<file path="src/rtl/mealy_seq_detector_if.sv">
// Serial-stream and configuration bundle for the programmable Mealy detector.
interface mealy_seq_detector_if #(
    parameter int MAX_LEN = 8,
    parameter int CNT_W   = 8
);
    localparam int LW = $clog2(MAX_LEN + 1);

    logic               in;
    logic               in_valid;
    logic               cfg_load;
    logic [MAX_LEN-1:0] cfg_pattern;
    logic [LW-1:0]      cfg_len;
    logic               cfg_overlap;
    logic               clr_count;
    logic               out;
    logic [CNT_W-1:0]   match_count;
    logic               count_sat;
    logic               cfg_err;

    // Stream/config source side
    modport master (
        output in, in_valid, cfg_load, cfg_pattern, cfg_len, cfg_overlap, clr_count,
        input  out, match_count, count_sat, cfg_err
    );

    // Detector side
    modport slave (
        input  in, in_valid, cfg_load, cfg_pattern, cfg_len, cfg_overlap, clr_count,
        output out, match_count, count_sat, cfg_err
    );
endinterface

</file>
<file path="src/rtl/mealy_seq_detector.sv">
// Runtime-programmable Mealy serial-pattern detector with a saturating match counter.
// out is combinational: it fires in the same cycle the final pattern bit is presented.
module mealy_seq_detector #(
    parameter int               MAX_LEN     = 8,
    parameter int               CNT_W       = 8,
    parameter logic [MAX_LEN-1:0] RST_PATTERN = 'b110,
    parameter int               RST_LEN     = 3,
    parameter bit               RST_OVERLAP = 1'b1
) (
    input logic                  clk,
    input logic                  rst,
    mealy_seq_detector_if.slave  bus
);
    localparam int            LW    = $clog2(MAX_LEN + 1);
    localparam logic [LW-1:0] MAX_L = LW'(MAX_LEN);

    logic [MAX_LEN-1:0] hist;
    logic [MAX_LEN-1:0] pattern;
    logic [LW-1:0]      len;
    logic [LW-1:0]      fill;
    logic               overlap;
    logic [CNT_W-1:0]   count;
    logic               err;

    logic [MAX_LEN-1:0] cand;
    logic [MAX_LEN-1:0] mask;
    logic               pat_hit;
    logic               fill_ok;
    logic               match;
    logic               cfg_ok;
    logic               sat;

    // Candidate window (history plus the bit on the wire) compared against the low len pattern bits
    always_comb begin
        mask = '0;
        for (int i = 0; i < MAX_LEN; i++)
            mask[i] = (i < int'(len));
        cand    = {hist[MAX_LEN-2:0], bus.in};
        pat_hit = &(~(cand ^ pattern) | ~mask);
        // enough history: fill >= len-1, done as fill+1 >= len to avoid underflow
        fill_ok = ((LW+1)'(fill) + (LW+1)'(1)) >= (LW+1)'(len);
        match   = bus.in_valid & ~bus.cfg_load & ~rst & fill_ok & pat_hit;
        cfg_ok  = (bus.cfg_len != '0) && (bus.cfg_len <= MAX_L);
        sat     = &count;
    end

    assign bus.out         = match;
    assign bus.match_count = count;
    assign bus.count_sat   = sat;
    assign bus.cfg_err     = err;

    // Shift history, track fill level and apply configuration loads
    always_ff @(posedge clk or posedge rst) begin
        if (rst) begin
            hist    <= '0;
            fill    <= '0;
            pattern <= RST_PATTERN;
            len     <= LW'(RST_LEN);
            overlap <= RST_OVERLAP;
            err     <= 1'b0;
        end else begin
            err <= bus.cfg_load & ~cfg_ok;
            if (bus.cfg_load) begin
                // a rejected load leaves everything as it was; the input bit is dropped either way
                if (cfg_ok) begin
                    pattern <= bus.cfg_pattern;
                    len     <= bus.cfg_len;
                    overlap <= bus.cfg_overlap;
                    hist    <= '0;
                    fill    <= '0;
                end
            end else if (bus.in_valid) begin
                hist <= {hist[MAX_LEN-2:0], bus.in};
                if (match && !overlap)
                    fill <= '0;
                else if (fill != MAX_L)
                    fill <= fill + LW'(1);
            end
        end
    end

    // Saturating match counter; a clear coinciding with a match counts that match
    always_ff @(posedge clk or posedge rst) begin
        if (rst)
            count <= '0;
        else if (bus.clr_count && match)
            count <= CNT_W'(1);
        else if (bus.clr_count)
            count <= '0;
        else if (match && !sat)
            count <= count + CNT_W'(1);
    end
endmodule

</file>
<file path="src/flat_wrapper.sv">
// flat-port wrapper written by rule: the top's interface ports become plain ports
module mealy_seq_detector_flat 
#(
    parameter int               MAX_LEN     = 8,
    parameter int               CNT_W       = 8,
    parameter logic [MAX_LEN-1:0] RST_PATTERN = 'b110,
    parameter int               RST_LEN     = 3,
    parameter bit               RST_OVERLAP = 1'b1
)
  (clk, rst, bus_in, bus_in_valid, bus_cfg_load, bus_cfg_pattern, bus_cfg_len, bus_cfg_overlap, bus_clr_count, bus_out, bus_match_count, bus_count_sat, bus_cfg_err);
  mealy_seq_detector_if #(.MAX_LEN(MAX_LEN), .CNT_W(CNT_W)) bus_i ();
  input logic clk;
  input logic rst;
  input wire logic [$bits(bus_i.in)-1:0] bus_in;
  input wire logic [$bits(bus_i.in_valid)-1:0] bus_in_valid;
  input wire logic [$bits(bus_i.cfg_load)-1:0] bus_cfg_load;
  input wire logic [$bits(bus_i.cfg_pattern)-1:0] bus_cfg_pattern;
  input wire logic [$bits(bus_i.cfg_len)-1:0] bus_cfg_len;
  input wire logic [$bits(bus_i.cfg_overlap)-1:0] bus_cfg_overlap;
  input wire logic [$bits(bus_i.clr_count)-1:0] bus_clr_count;
  output wire logic [$bits(bus_i.out)-1:0] bus_out;
  output wire logic [$bits(bus_i.match_count)-1:0] bus_match_count;
  output wire logic [$bits(bus_i.count_sat)-1:0] bus_count_sat;
  output wire logic [$bits(bus_i.cfg_err)-1:0] bus_cfg_err;
  assign bus_i.in = bus_in;
  assign bus_i.in_valid = bus_in_valid;
  assign bus_i.cfg_load = bus_cfg_load;
  assign bus_i.cfg_pattern = bus_cfg_pattern;
  assign bus_i.cfg_len = bus_cfg_len;
  assign bus_i.cfg_overlap = bus_cfg_overlap;
  assign bus_i.clr_count = bus_clr_count;
  assign bus_out = bus_i.out;
  assign bus_match_count = bus_i.match_count;
  assign bus_count_sat = bus_i.count_sat;
  assign bus_cfg_err = bus_i.cfg_err;
  mealy_seq_detector #(.MAX_LEN(MAX_LEN), .CNT_W(CNT_W), .RST_PATTERN(RST_PATTERN), .RST_LEN(RST_LEN), .RST_OVERLAP(RST_OVERLAP)) u_core (.clk(clk), .rst(rst), .bus(bus_i));
endmodule
</file>
<file path="config.mk">
export PLATFORM = sky130hd
export DESIGN_NAME = mealy_seq_detector_flat
export DESIGN_NICKNAME = d
export VERILOG_FILES = /design/src/rtl/mealy_seq_detector_if.sv /design/src/rtl/mealy_seq_detector.sv /design/src/flat_wrapper.sv
export SDC_FILE = /design/constraint.sdc
export NUM_CORES = 1
export LEC_CHECK = 0
export ABC_AREA = 1
export ABC_CLOCK_PERIOD_IN_PS = 2050
export CAP_MARGIN = 20
export CORE_MARGIN = 3
export CORE_UTILIZATION = 40
export CTS_BUF_LIST = sky130_fd_sc_hd__clkbuf_8 sky130_fd_sc_hd__clkbuf_16
export CTS_CLUSTER_SIZE = 24
export DETAILED_ROUTE_END_ITERATION = 6
export MAX_ROUTING_LAYER = met4
export PLACE_DENSITY = 0.65
export SYNTH_ARGS = -nofsm -noshare
export SYNTH_HDL_FRONTEND = slang
export SYNTH_SLANG_ARGS = --single-unit
</file>
<file path="constraint.sdc">
create_clock -name clk -period 2.05 [get_ports clk]
set_clock_uncertainty 0.15 [all_clocks]
set_input_delay 0.41 -clock clk [delete_from_list [all_inputs] [get_ports clk]]
set_output_delay 0.41 -clock clk [all_outputs]
set_load 0.05 [all_outputs]
</file>
* Yosys cells after proc, flatten, opt, wreduce, memory -nomap -nowiden *
Cells that the tools add are included.

operators by class
  $add $sub $neg = 3
  magnitude comparators = 10
  equal/unequal tests = 2
  muxes and demuxes = 11
  bitwise operators = 12
  reductions and logical operators = 15

operators with widths
  kind                                                        number
  2-to-1 mux 8 bit                                            3
  2-to-1 mux 7 bit                                            3
  2-to-1 mux 4 bit                                            5
  less-than comparator 3 x 4 -> 1 bit (first input constant)  4
  inverter 8 bit                                              2
  AND reduction 8 bit                                         2
  adder 8 x 1 -> 8 bit (second input constant)                1
  less-than comparator 1 x 4 -> 1 bit (first input constant)  2
  less-than comparator 2 x 4 -> 1 bit (first input constant)  2
  bitwise OR 8 bit                                            1
  bitwise XOR 8 bit                                           1
  nonzero test 3 bit                                          2
  adder 4 x 1 -> 5 bit (second input constant)                1
  AND 1 bit                                                   5
  >= comparator 5 x 4 -> 1 bit                                1
  adder 4 x 1 -> 4 bit (second input constant)                1
  less-or-equal comparator 4 bit (second input constant)      1
  logical AND 1 bit                                           4
  inequality test 4 bit (second input constant)               1
  AND reduction 2 bit                                         2
  nonzero test 4 bit                                          1
  inverter 1 bit                                              3
  AND reduction 3 bit                                         1
  zero test 1 bit                                             2
  other kinds (2)                                             2

word-level totals
  register bits after elaboration = 33
  input bits = 19
  output and inout bits = 11

* Longest topological paths before layout *
  depth in word-level cells = 9
  mapped depth = 14
  gate-level depth less buffers = 14

* Least setup slack after synthesis *
Ideal clock, no wire load.

  kind = input-to-output
  start point = input port rst
  end point = output port bus_out
  arrival = 1761 ps
  setup slack = -271 ps
  stages = 6
  buffers on the path = 0
  path through = inv_1 nand2_1 nor2_1 nand3_1 nor2_2 and2_4

between the ends
  word-level cells in the longest chain between the ends = 4

RTL lines
  what                     line                      source
  start, declared          flat_wrapper.sv:13        input logic rst;
  inverter 1 bit           mealy_seq_detector.sv:42  match = bus.in_valid & ~bus.cfg_load & ~rst & fill_ok & pat_hit;
  AND 1 bit (3 in series)  mealy_seq_detector.sv:42
  end, declared            flat_wrapper.sv:21        output wire logic [$bits(bus_i.out)-1:0] bus_out;

Every way passes these cells.

* Final worst setup path *
  start point = register u_core.fill[0]
  end point = output port bus_out

between the ends
  word-level cells in the longest chain between the ends = 4

RTL lines
  what                          line                      source
  start, declared               mealy_seq_detector.sv:20  logic [LW-1:0] fill;
  start signal, assigned        mealy_seq_detector.sv:77  fill <= fill + LW'(1);
  adder 4 x 1 -> 5 bit          mealy_seq_detector.sv:41  fill_ok = ((LW+1)'(fill) + (LW+1)'(1)) >= (LW+1)'(len);
  >= comparator 5 x 4 -> 1 bit  mealy_seq_detector.sv:41
  AND 1 bit (2 in series)       mealy_seq_detector.sv:42

Every way passes these cells.

==> reports/metrics.csv <==
stage,metric,value,unit
status,outcome,finished with violations,
status,violations,negative setup slack,
detailed_routing,first_pass_iters,4,
detailed_routing,vias,1754,
timing,layout_worst_path_cycle_share,127,%
synthesis,syn_nets,278,
critical_path,critPathBufInv,2,
detailed_routing,vias_per_cell,4.78,
critical_path,critPathLaunchType,register,
critical_path,crit_chain,"buf_4, nand3_1, xor2_2, ha_1, nand3_1, nor2_1, nor2_1, nor2_2, and2_4, buf_8",
layout,fin_nets,340,
global_routing,grt_pass1_wl,7290,um
clock_network,clock_tree.buffer_depth,2,
clock_network,cts_buffers,5,
global_routing,grt_start_max_net_pins,34,
synthesis,yosys_warnings,0,
timing,hold-worst-slack,0.338,ns
power,cellPowerDensity,673,nW/um^2
critical_path,critPathKind,reg2out,
timing,slew_violations,0,
global_routing,grtUsageTotal,17.8,%
clock_network,clockRootBuffer,clkbuf_8,
critical_path,max_stage_delay,0.37,ns
synthesis,yosys.area.top_type,dfrtp_1,
global_routing,grt_pass1_vias,1657,
clock_network,cts_tree,built,
critical_path,cp.arrival,2.04,ns
critical_path,rrSetupSlack,-0.46,ns
critical_path,crit_fanout,4,
synthesis,syn_inst,252,
floorplanning,die_h,74.8,um
timing,rsz0062_at_grt,yes,
synthesis,synth-seq-cells,33,
synthesis,syn_area,1890,um^2
layout,stdcell_area,2720,um^2
synthesis,yosysUniqueCellTypes,25,
flow_run,maxCapViolCount,0,
layout,num_antenna_cells,0,
power,max-vdd-ir-drop,429,uV
floorplanning,die_area,5600,um^2
detailed_routing,wire_per_inst,12.0,um
layout,multi_input_area,1030,um^2
critical_path,r2r-end,u_core.bus.match_count[2],
floorplanning,core-area,4470,um^2
min_path,worstHoldPathType,reg2reg,
timing,finalSetupViolations,13,
timing,hold_violations,0,
critical_path,r2r_cells,17,
global_routing,antenna_found_initial,0,
floorplanning,num_rows,24,
detailed_routing,ant_nets,0,
place,gp_congestion,0.882,
power,cellLeakagePower,1.37,nW
floorplanning,initial_core_util,42.3,%
place,place_area,2410,um^2
layout,seq_area,837,um^2
critical_path,crit_slowest_cell,dfrtp_1,
layout,fill_cells,371,
critical_path,cp.required,1.49,ns
clock_network,clock_latency,0.29,ns
timing,tightest_slew,0.535,ns
detailed_routing,wirelength,4410,um
place,place_hpwl,3020,um
critical_path,crit_path_end_kind,output port,
critical_path,worstReg2RegStart,u_core.fill[0],
layout,drive_gt1_share,27.9,%
global_routing,globalRouteOverflowTotal,0,
synthesis,ys_seq_area_share,43.9,%
clock_network,cts-htree-levels,2,
timing,fmax,0.384,GHz
floorplanning,chipWidth,74.8,um
min_path,worstHoldEndpoint,u_core.pattern[2],
clock_network,path_clk_slew,0.07,ns
place,io_buffers,29,
timing,slew_headroom,64.3,%
clock_network,clock-sinks,33,
synthesis,synth_top_cell_area_share,37.0,%
layout,final_cell_mix,"nand2_1, inv_1, buf_4",
detailed_routing,drt_iter0_markers,105,
critical_path,cp_top_family,simple AND/OR/NAND/NOR gates,
floorplanning,pin_count,30,
min_path,hold_path_depth,2,
timing,layout_min_cycle_time,2.60,ns
timing,setup_ws,-0.553,ns
detailed_routing,route.detailed.drc,0,
min_path,hp-start,u_core.pattern[2],
synthesis,syn_area_per_cell,7.52,um^2
synthesis,synthTopCellsByArea,"dfrtp_1, nand2_1, inv_1",
layout,syn2layout_area_growth,43.5,%
layout,mostFrequentLayoutCell,nand2_1,
[flip-flops by register name, indices dropped and copies added, names as in the netlist]
register / flops
u_core.pattern: 8
u_core.len: 4
u_core.hist: 7
u_core.bus.cfg_err: 1
u_core.fill: 4
u_core.bus.match_count: 8
u_core.overlap: 1
[where the power goes]
group	switching, W	internal [W]	leakage [nW]	total (W)
Combinational	0.000226	0.000192	0.904	0.000417
Sequential	0.0000386	0.000721	0.413	0.000760
Clock	0.000256	0.000395	0.0574	0.000651
Total	0.000520	0.00131	1.37	0.00183
[logic make-up after synthesis]
kind of cell    count (synthesis)  share of synthesized area (%)
xor+xnor                        8                           3.70
flops                          33                           43.9
mux                             4                           2.38
fa+ha+maj                       7                           4.62
compound gates                 23                           6.60
simple gates                  134                           30.2
buf+inv                        43                           8.59
[worst max-delay path by stage]
stage / from / endpoint / cells past startpoint
finish: u_core.fill[0] / bus_out / 10
global placement: bus_in_valid / bus_out / 9
floorplan: u_core.fill[0] / bus_out / 10
CTS: u_core.fill[0] / bus_out / 11
global route: u_core.fill[0] / bus_out / 11
detailed placement: u_core.fill[1] / u_core.bus.match_count[7] / 15
[synth_stat cells]
cell type	instances
dfrtp_1	28
mux2_2	4
nor3b_1	1
o21ai_1	1
buf_2	1
nand2_4	2
xnor2_1	2
a21oi_2	1
nor4_1	1
nor3_1	3
dfstp_2	5
nand2_1	79
inv_1	40
nor2_2	3
xor2_1	6
and2_4	1
a21oi_1	9
nand3_1	18
nand3_2	1
clkbuf_1	2
o22ai_1	5
nand4_1	1
ha_1	7
nor2_1	24
o21ai_0	7
[final cells by class]
cell class | instances | area share, %
Clock buffer | 6 | 3.04
Clock inverter | 2 | 1.38
Inverter | 40 | 5.80
Multi-Input combinational cell | 177 | 37.9
Sequential cell | 33 | 30.8
Tap cell | 52 | 2.39
Timing Repair Buffer | 57 | 18.6
[metal layers]
metal  vias to the layer above  global-route usage (%)  wire (um)
met2                        37                    28.0       2150
met1                       797                    22.2       1980
met3                        10                    3.87        183
met4                         0                    7.71         97
li1                        910                       -          -
met5                         -                       -          0
[per-stage QoR]
step           total power (W)  setup TNS [ns]  cells  util, %  worst slack [ns]
2_1_floorplan          0.00103          -0.929    252        -            -0.138
3_3_place_gp           0.00118           -2.10    351     53.8            -0.229
3_5_place_dp           0.00118           -2.63    351     53.8            -0.275
4_1_cts                0.00184           -3.42    366     59.2            -0.549
5_1_grt                0.00194           -6.29    367     60.7            -0.649
6_report               0.00183           -4.38    367     60.7            -0.553
[worst min-delay path, cell delays in order (launching register included)]
cell	delay, ns
dfstp_2	0.37
inv_1	0.06
a21oi_1	0.06
[what timing repair did]
action	in CTS	in global routing
gates cloned	1	0
pin swaps	5	3
setup buffers	6	1
endpoints found under the hold margin	0	0
setup endpoints to repair	14	14
hold buffers	0	0
resized for setup	12	15
Note: power is estimated with default switching activity, not from simulation.
==> edit (config.mk and constraints unchanged) <==
`RST_OVERLAP` is set to 1'b1 in 2 places; all go to 1'b0.
--- a/src/rtl/mealy_seq_detector.sv
+++ b/src/rtl/mealy_seq_detector.sv
@@ -6,5 +6,5 @@
     parameter logic [MAX_LEN-1:0] RST_PATTERN = 'b110,
     parameter int               RST_LEN     = 3,
-    parameter bit               RST_OVERLAP = 1'b1
+    parameter bit               RST_OVERLAP = 1'b0
 ) (
     input logic                  clk,
--- a/src/flat_wrapper.sv
+++ b/src/flat_wrapper.sv
@@ -6,5 +6,5 @@
     parameter logic [MAX_LEN-1:0] RST_PATTERN = 'b110,
     parameter int               RST_LEN     = 3,
-    parameter bit               RST_OVERLAP = 1'b1
+    parameter bit               RST_OVERLAP = 1'b0
 )
   (clk, rst, bus_in, bus_in_valid, bus_cfg_load, bus_cfg_pattern, bus_cfg_len, bus_cfg_overlap, bus_clr_count, bus_out, bus_match_count, bus_count_sat, bus_cfg_err);
Formal check against the unedited RTL: same outputs for any inputs over 4 cycles, from zero or initial values and one cycle with rst high; that may be too few to reach the edited logic, so the function may still have changed.
==> edit against the original RTL <==
The run still ends with negative setup slack left; sequential cell count is the same; wire length shrank 5.7%; sequential power grew 1%; first-iteration DRC count shrank 32%; maximum frequency shrank 0.88%; clock power shrank 17%; total power shrank 4.9%; die area is essentially flat; worst setup slack lost 0.023 ns; worst hold slack is essentially flat; synthesized area is essentially flat; design area shrank 2.3%; largest power group unchanged.
==> edit: results <==
[power]
leakage_nw = 1.35
clkPwrFrac = 0.311
p_comb_frac = 0.247
ir_worst_vdd_mv = 0.416
p_comb_mw = 0.429
p_int_mw = 1.23

[global_routing]
met1_usage = 0.223
grtUsageTotal = 0.178
grt_pass1_wl_um = 7330
use_met3 = 0.0467
grt_start_max_net_pins = 34
gr-usage-met2 = 0.275

[final_layout]
buffer_area_frac = 0.183
num-nonclk-inverters = 40
multi_input_area_share = 0.380
layout.nets = 337
nNonClkBuffers = 54
layout-drive-gt1-share = 0.247
clock_buffers = 7
seq_cell_count = 33
antennaDiodeCount = 0
final-clk-cell-share = 0.0382
nFillCells = 402

[route]
drt-met1-wl_um = 2020
wl_met3_um = 167
top_layer = "met4"
wl_per_cell_um = 11.4
drt_iter0_markers = 71
met2_length_um = 1930
vias = 1698

[yosys]
yosysWarnings = 0
synth.distinct_cells = 25
syn_nets = 278
ys_seq_area_frac = 0.439
synth_mux_area_frac = 0.0238
synth_fa_ha_area_frac = 0.0463
yosys-top-cells-count = "nand2_1 (79), inv_1 (40), dfrtp_1 (29), nor2_1 (24), nand3_1 (18)"
synth_xor_area_frac = 0.0370
netlist_top_cells_area = "dfrtp_1 (38%), nand2_1 (16%), inv_1 (7.9%)"
ys_async_sr_fraction = 1.00
synth_compound_area_frac = 0.0661

[run_status]
violations = "negative setup slack"
outcome = "complete, but fails checks"

[sta]
setup_viol = 13
slew_headroom = 0.671
setup_ws_ns = -0.576

[clocking]
h-tree-depth = 2
clk_latency_ns = 0.28
cts_resized = 10
cts_setup_buffers = 7

[setup_path]
crit_fanout = 3
worstPathArrival_ns = 2.07
cpPeakStageDelay_ns = 0.43
cpMaxStageDelayCell = "dfrtp_1"

[placed_design]
globalplace.congestion = 0.878
dp_hpwl_um = 3030

[worst_hold_path]
hold_class = "flip-flop to flip-flop"
## edit: changes by cell type after synthesis, sizes merged
cell	before	now
dfrtp	28	29
dfstp	5	4
## edit: through the flow
step                      area [um^2]  TNS (ns)  setup slack, ns  hold slack, ns  cells
after global placement           2400     -2.28           -0.244           0.322    349
after detailed placement         2400     -2.71           -0.278           0.331    349
final                            2660     -3.25           -0.576           0.338    364
after floorplan                  1920    -0.929           -0.138           0.197    252
after CTS                        2620     -3.60           -0.562           0.340    365
after global routing             2660     -5.93           -0.738           0.359    364
## edit: worst paths after layout
check / from / to / slack (ns) / depth (start not counted)
worst max-delay path: u_core.fill[1] / bus_out / -0.58 / 10
worst min-delay path: u_core.pattern[2] / u_core.pattern[2] / 0.34 / 2
worst max register to register: u_core.fill[1] / u_core.bus.match_count[5] / -0.27 / 14
worst min register to register: u_core.pattern[2] / u_core.pattern[2] / 0.34 / 2
max in group asynchronous: rst / u_core.pattern[2] / 0.94 / 3
min in group asynchronous: rst / u_core.fill[3] / 0.46 / 3
